===== config.mk =====
export PLATFORM = sky130hd
export DESIGN_NAME = llsc_mem_responder
export DESIGN_NICKNAME = d
export VERILOG_FILES = /design/src/rtl/llsc_mem_responder.sv
export SDC_FILE = /design/constraint.sdc
export NUM_CORES = 1
export LEC_CHECK = 0
export CAP_MARGIN = 30
export CORE_UTILIZATION = 30
export CTS_BUF_LIST = sky130_fd_sc_hd__clkbuf_2 sky130_fd_sc_hd__clkbuf_4 sky130_fd_sc_hd__clkbuf_8
export DETAILED_ROUTE_END_ITERATION = 12
export GPL_ROUTABILITY_DRIVEN = 0
export PLACE_DENSITY = 0.57
export REMOVE_ABC_BUFFERS = 1
export SYNTH_ARGS = -nofsm -noshare
export SYNTH_HDL_FRONTEND = slang
export SYNTH_SLANG_ARGS = --single-unit
export TNS_END_PERCENT = 50

===== constraint.sdc =====
create_clock -name CLK -period 3.7 [get_ports CLK]
set_input_delay 0.37 -clock CLK [delete_from_list [all_inputs] [get_ports CLK]]
set_output_delay 0.37 -clock CLK [all_outputs]
set_load 0.005 [all_outputs]

===== src/rtl/llsc_mem_responder.sv =====
// llsc_mem_responder
// Data-memory responder for LW/SW/LL/SC. It services one datapath request at a
// time against a single-port RAM that may insert wait states. It owns the
// load-link reservation and resolves SC locally, so a failing SC never
// touches the RAM.
//
// Ports
//   CLK, RST                  clock, async active-high reset
//   dREN, dWEN, atomic        datapath request (LW/LL read, SW/SC write)
//   daddr, dstore             request byte address and write data
//   dhit, dmemload            one-cycle completion pulse, load data / SC result
//   ramREN, ramWEN            RAM strobes, held until ram_ready
//   ramaddr, ramstore         RAM address / write data, stable during access
//   ramload, ram_ready        RAM read data and access-complete flag
//   snoop_inv, snoop_addr     external write that can break the reservation
//
// state  | meaning
// IDLE   | sample request, resolve SC against the reservation
// ACCESS | RAM strobe asserted, waiting for ram_ready
// DONE   | dhit pulse, result on dmemload
module llsc_mem_responder #(
  parameter int ADDR_W = 32,
  parameter int DATA_W = 32
) (
  input  logic              CLK,
  input  logic              RST,
  input  logic              dREN,
  input  logic              dWEN,
  input  logic              atomic,
  input  logic [ADDR_W-1:0] daddr,
  input  logic [DATA_W-1:0] dstore,
  output logic              dhit,
  output logic [DATA_W-1:0] dmemload,
  output logic              ramREN,
  output logic              ramWEN,
  output logic [ADDR_W-1:0] ramaddr,
  output logic [DATA_W-1:0] ramstore,
  input  logic [DATA_W-1:0] ramload,
  input  logic              ram_ready,
  input  logic              snoop_inv,
  input  logic [ADDR_W-1:0] snoop_addr
);

  localparam logic [1:0] IDLE   = 2'd0;
  localparam logic [1:0] ACCESS = 2'd1;
  localparam logic [1:0] DONE   = 2'd2;

  logic [1:0]        state;
  logic              req_wr;
  logic              req_atomic;
  logic              link_v;
  logic [ADDR_W-3:0] link_addr;

  logic [ADDR_W-3:0] d_word;
  logic [ADDR_W-3:0] s_word;
  logic [ADDR_W-3:0] r_word;
  logic              sc_req;
  logic              sc_ok;
  logic              ll_done;
  logic              sw_done;
  logic              snoop_unused;

  assign d_word = daddr[ADDR_W-1:2];
  assign s_word = snoop_addr[ADDR_W-1:2];
  assign r_word = ramaddr[ADDR_W-1:2];
  assign snoop_unused = ^snoop_addr[1:0];

  assign sc_req = (state == IDLE) && dWEN && atomic;
  // A snoop to the SC's own word in the sampling cycle kills the SC.
  assign sc_ok  = link_v && (link_addr == d_word) && !(snoop_inv && (s_word == d_word));

  assign ll_done = (state == ACCESS) && ram_ready && !req_wr && req_atomic;
  assign sw_done = (state == ACCESS) && ram_ready && req_wr && !req_atomic;

  // Outputs are purely state-decoded or registered.
  assign dhit   = (state == DONE);
  assign ramREN = (state == ACCESS) && !req_wr;
  assign ramWEN = (state == ACCESS) && req_wr;

  always_ff @(posedge CLK or posedge RST) begin
    if (RST) begin
      state      <= IDLE;
      req_wr     <= 1'b0;
      req_atomic <= 1'b0;
      ramaddr    <= '0;
      ramstore   <= '0;
      dmemload   <= '0;
    end else begin
      case (state)
        IDLE: begin
          if (dREN || dWEN) begin
            // dWEN wins when both strobes are raised.
            req_wr     <= dWEN;
            req_atomic <= atomic;
            ramaddr    <= daddr;
            ramstore   <= dstore;
            if (dWEN && atomic) begin
              dmemload <= {{(DATA_W-1){1'b0}}, sc_ok};
              state    <= sc_ok ? ACCESS : DONE;
            end else begin
              state <= ACCESS;
            end
          end
        end
        ACCESS: begin
          if (ram_ready) begin
            if (!req_wr) dmemload <= ramload;
            state <= DONE;
          end
        end
        DONE:    state <= IDLE;
        default: state <= IDLE;
      endcase
    end
  end

  always_ff @(posedge CLK or posedge RST) begin
    if (RST) begin
      link_v    <= 1'b0;
      link_addr <= '0;
    end else begin
      if (ll_done) begin
        // A snoop to the word being linked in the same cycle wins.
        link_v    <= !(snoop_inv && (s_word == r_word));
        link_addr <= r_word;
      end else if (sc_req ||
                   (sw_done && (link_addr == r_word)) ||
                   (snoop_inv && (s_word == link_addr))) begin
        link_v <= 1'b0;
      end
    end
  end

endmodule

==> metrics.yaml <==
cellLeakagePower_nw: 4.00
fin_crit_sh_pct: 61.4
postSynthRegisterBits: 131
route.detailed.drc: 0
clk_root_buffer_cell: "clkbuf_8"
routed_wl_um: 20500
layout_net_count: 888
area_of_the_multi_input_gates_um2: 3220
worst_margin_pin_slew_ns: 0.864
grt_overflow_total: 0
hold_buffers: 0
antenna_found_initial: 1
postRouteAntennaNets: 0
postSynthCellCount: 514
ctsResizeCount: 0
floorplan.die_area_um2: 22700
boundaryPins: 234
yosysUniqueCellTypes: 33
p_per_area_nw_per_um2: 817
maxSlewHeadroom_pct: 42.2
drt_first_iter_violations: 184
setup_violations: 0
num-fill-cells: 1985
share_of_layout_cells_above_drive_strength_1_pct: 16.6
final_period_minus_worst_setup_slack_ns: 2.27
hpwl_um: 15600
max-vdd-ir-drop_mv: 0.339
cts_post_setup_buffers_inserted: 0
timing_hold_violations_final: 0
h-tree-depth: 4
tritoncts_num_sinks: 131
start_util_pct: 31.0
cts_tree: "built"
arrival_ns: 2.60
clkTransAtPathRegs_ns: 0.08
via_count_of_the_first_global_routing_pass: 5362
ff_latch_area_um2: 3280
die_width_um: 151
num_rows: 53
drt_first_pass_iters: 4
outcome: "finished clean"
routed_via_density: 4.78
endpoint_kind: "flop"
crit_fanout: 27
wl_per_cell_um: 19.7
worstHoldPathType: "in -> async"
clock_path_buffers: 2
critPathLaunchType: "flop"
pin_count_of_the_biggest_net_entering_global_routing: 101
ys_async_sr_fraction_pct: 100
maxCapViolations: 0
synth_sequential_area_ratio_pct: 49.5
unrepaired_setup_endpoints_after_global_routing: "false"
clock_insertion_delay_worst_skew_ns: 0.44
synthToLayoutAreaGrowth_pct: 47.2
gr-usage-all-layers_pct: 18.7
fmax_mhz: 440
numCtsBuffers: 17
worst_ep_required_time_ns: 4.03
crit_type: "reg -> reg"
final.setup_skew_ns: 0.0114
grt_first_pass_wirelength_um: 31200
placement.cell_area_um2: 9250
height_of_the_die_um: 151
synth-edff-count: 0
timing.hold.ws_ns: 0.283
syn-mean-instance-area_um2: 12.9
dominantRegCellSynth: "dfrtp_1"
routed-via-count: 4977
yosysWarningCount: 0
final_area_um2: 9750
port_buffers: 231
slew_viol_final: 0
floorplan.core_area_um2: 21400
synthesized_area_um2: 6620
-- power breakdown --
group	internal [mW]	switching, mW
Sequential	2.14	0.781
Clock	0.917	0.603
Combinational	2.23	1.29
-- cells in the mapped netlist (2+ instances only) --
| master | count | area (um2) |
|---|---|---|
| a21oi_1 | 3 | 15.0 |
| a22o_1 | 33 | 289 |
| buf_2 | 3 | 15.0 |
| buf_4 | 4 | 30.0 |
| buf_6 | 3 | 33.8 |
| clkbuf_1 | 7 | 26.3 |
| dfrtp_1 | 131 | 3280 |
| inv_1 | 6 | 22.5 |
| mux2_1 | 8 | 90.1 |
| mux2_2 | 67 | 754 |
| mux2_4 | 18 | 270 |
| nand2_1 | 5 | 18.8 |
| nand2b_1 | 2 | 12.5 |
| nand3_1 | 3 | 15.0 |
| nand3b_1 | 3 | 22.5 |
| nand4_1 | 22 | 138 |
| nor2_1 | 5 | 18.8 |
| nor2b_1 | 2 | 12.5 |
| nor3_1 | 2 | 10.0 |
| nor4_1 | 22 | 138 |
| o21ai_0 | 6 | 30.0 |
| o22ai_1 | 3 | 18.8 |
| or4_1 | 2 | 15.0 |
| xnor2_1 | 65 | 569 |
| xor2_1 | 81 | 709 |
-- area by class of cell --
cell class / instances / area share (%)
multi-input combinational: 360 / 33.0
timing repair buffer: 237 / 24.4
clock buffer: 20 / 2.76
clock inverter: 12 / 2.32
tap: 275 / 3.53
antenna: 1 / 0.0257
inverter: 6 / 0.257
sequential: 131 / 33.6
-- cell families (layout without fill, tap and decap cells) --
logic type | after synthesis | after routing | synth area share [%]
mux | 93 | 93 | 16.8
buf+inv | 23 | 275 | 1.93
xor+xnor | 146 | 146 | 19.3
simple gates | 71 | 71 | 6.52
compound gates | 50 | 50 | 5.91
other cells | 0 | 1 | 0
flops | 131 | 131 | 49.5
-- worst paths after layout --
check	from	to	slack, ns	depth (start not counted)
max	state[1]$_DFFE_PP0P_	link_addr[27]$_DFFE_PP0P_	1.43	5
max reg2reg	state[1]$_DFFE_PP0P_	link_addr[27]$_DFFE_PP0P_	1.43	5
min	RST	dmemload[27]$_DFFE_PP0P_	0.28	2
min in group CLK	dmemload[1]$_DFFE_PP0P_	dmemload[1]$_DFFE_PP0P_	0.51	1
min reg2reg	dmemload[1]$_DFFE_PP0P_	dmemload[1]$_DFFE_PP0P_	0.51	1
max in group asynchronous	RST	ramaddr[14]$_DFFE_PP0P_	2.52	3
-- state kept, by name, indices dropped and copies added (netlist names) --
signal	flops
link_v	1
req_atomic	1
req_wr	1
ramaddr	32
link_addr	30
dmemload	32
state	2
ramstore	32
-- through the flow --
| step | power, mW | util, % | setup TNS (ns) | worst slack, ns | instances |
|---|---|---|---|---|---|
| finish | 7.96 | 45.6 | 0 | 1.43 | 1042 |
| global route | 8.47 | 45.6 | 0 | 1.31 | 1041 |
| CTS | 8.06 | 45.6 | 0 | 1.42 | 1041 |
| detailed placement | 6.48 | 43.3 | 0 | 1.03 | 1009 |
| global placement | 6.40 | 43.3 | 0 | 1.07 | 1009 |
| floorplan | 4.57 | - | -21.97 | -0.168 | 497 |
-- per-layer routing --
metal  vias up  track usage, %  wire length (um)
met2       175            29.8              9990
met5         -               0                 0
met3        28            5.85              1450
met4         0            6.90               502
met1      2459            23.7              8600
li1       2315               -                 -
-- worst max-delay path, stage by stage (launching register included) --
cell      delay (ns)
dfrtp_1         0.43
nand2b_1        0.24
nor3b_4         0.26
nand2_2         0.52
buf_4           0.39
mux2_4          0.30
-- layout by cell type (no fill, tap or decap), types with 2 or more instances in the layout --
| cell type | n |
|---|---|
| nor4_1 | 22 |
| nor3_1 | 2 |
| buf_4 | 4 |
| o22ai_1 | 3 |
| nand4_1 | 22 |
| nand3b_1 | 3 |
| a22o_1 | 33 |
| mux2_1 | 8 |
| dfrtp_1 | 131 |
| bufinv_16 | 6 |
| mux2_4 | 18 |
| xor2_1 | 81 |
| nand3_1 | 3 |
| mux2_2 | 67 |
| inv_1 | 5 |
| nor2b_1 | 2 |
| clkdlybuf4s50_1 | 231 |
| clkinv_4 | 2 |
| clkinvlp_4 | 2 |
| nand2b_1 | 2 |
| or4_1 | 2 |
| o21ai_0 | 6 |
| buf_12 | 2 |
| nand2_1 | 5 |
| xnor2_1 | 65 |
| a21oi_1 | 3 |
| clkbuf_8 | 19 |
| nor2_1 | 5 |
(Power assumes the default switching activity.)
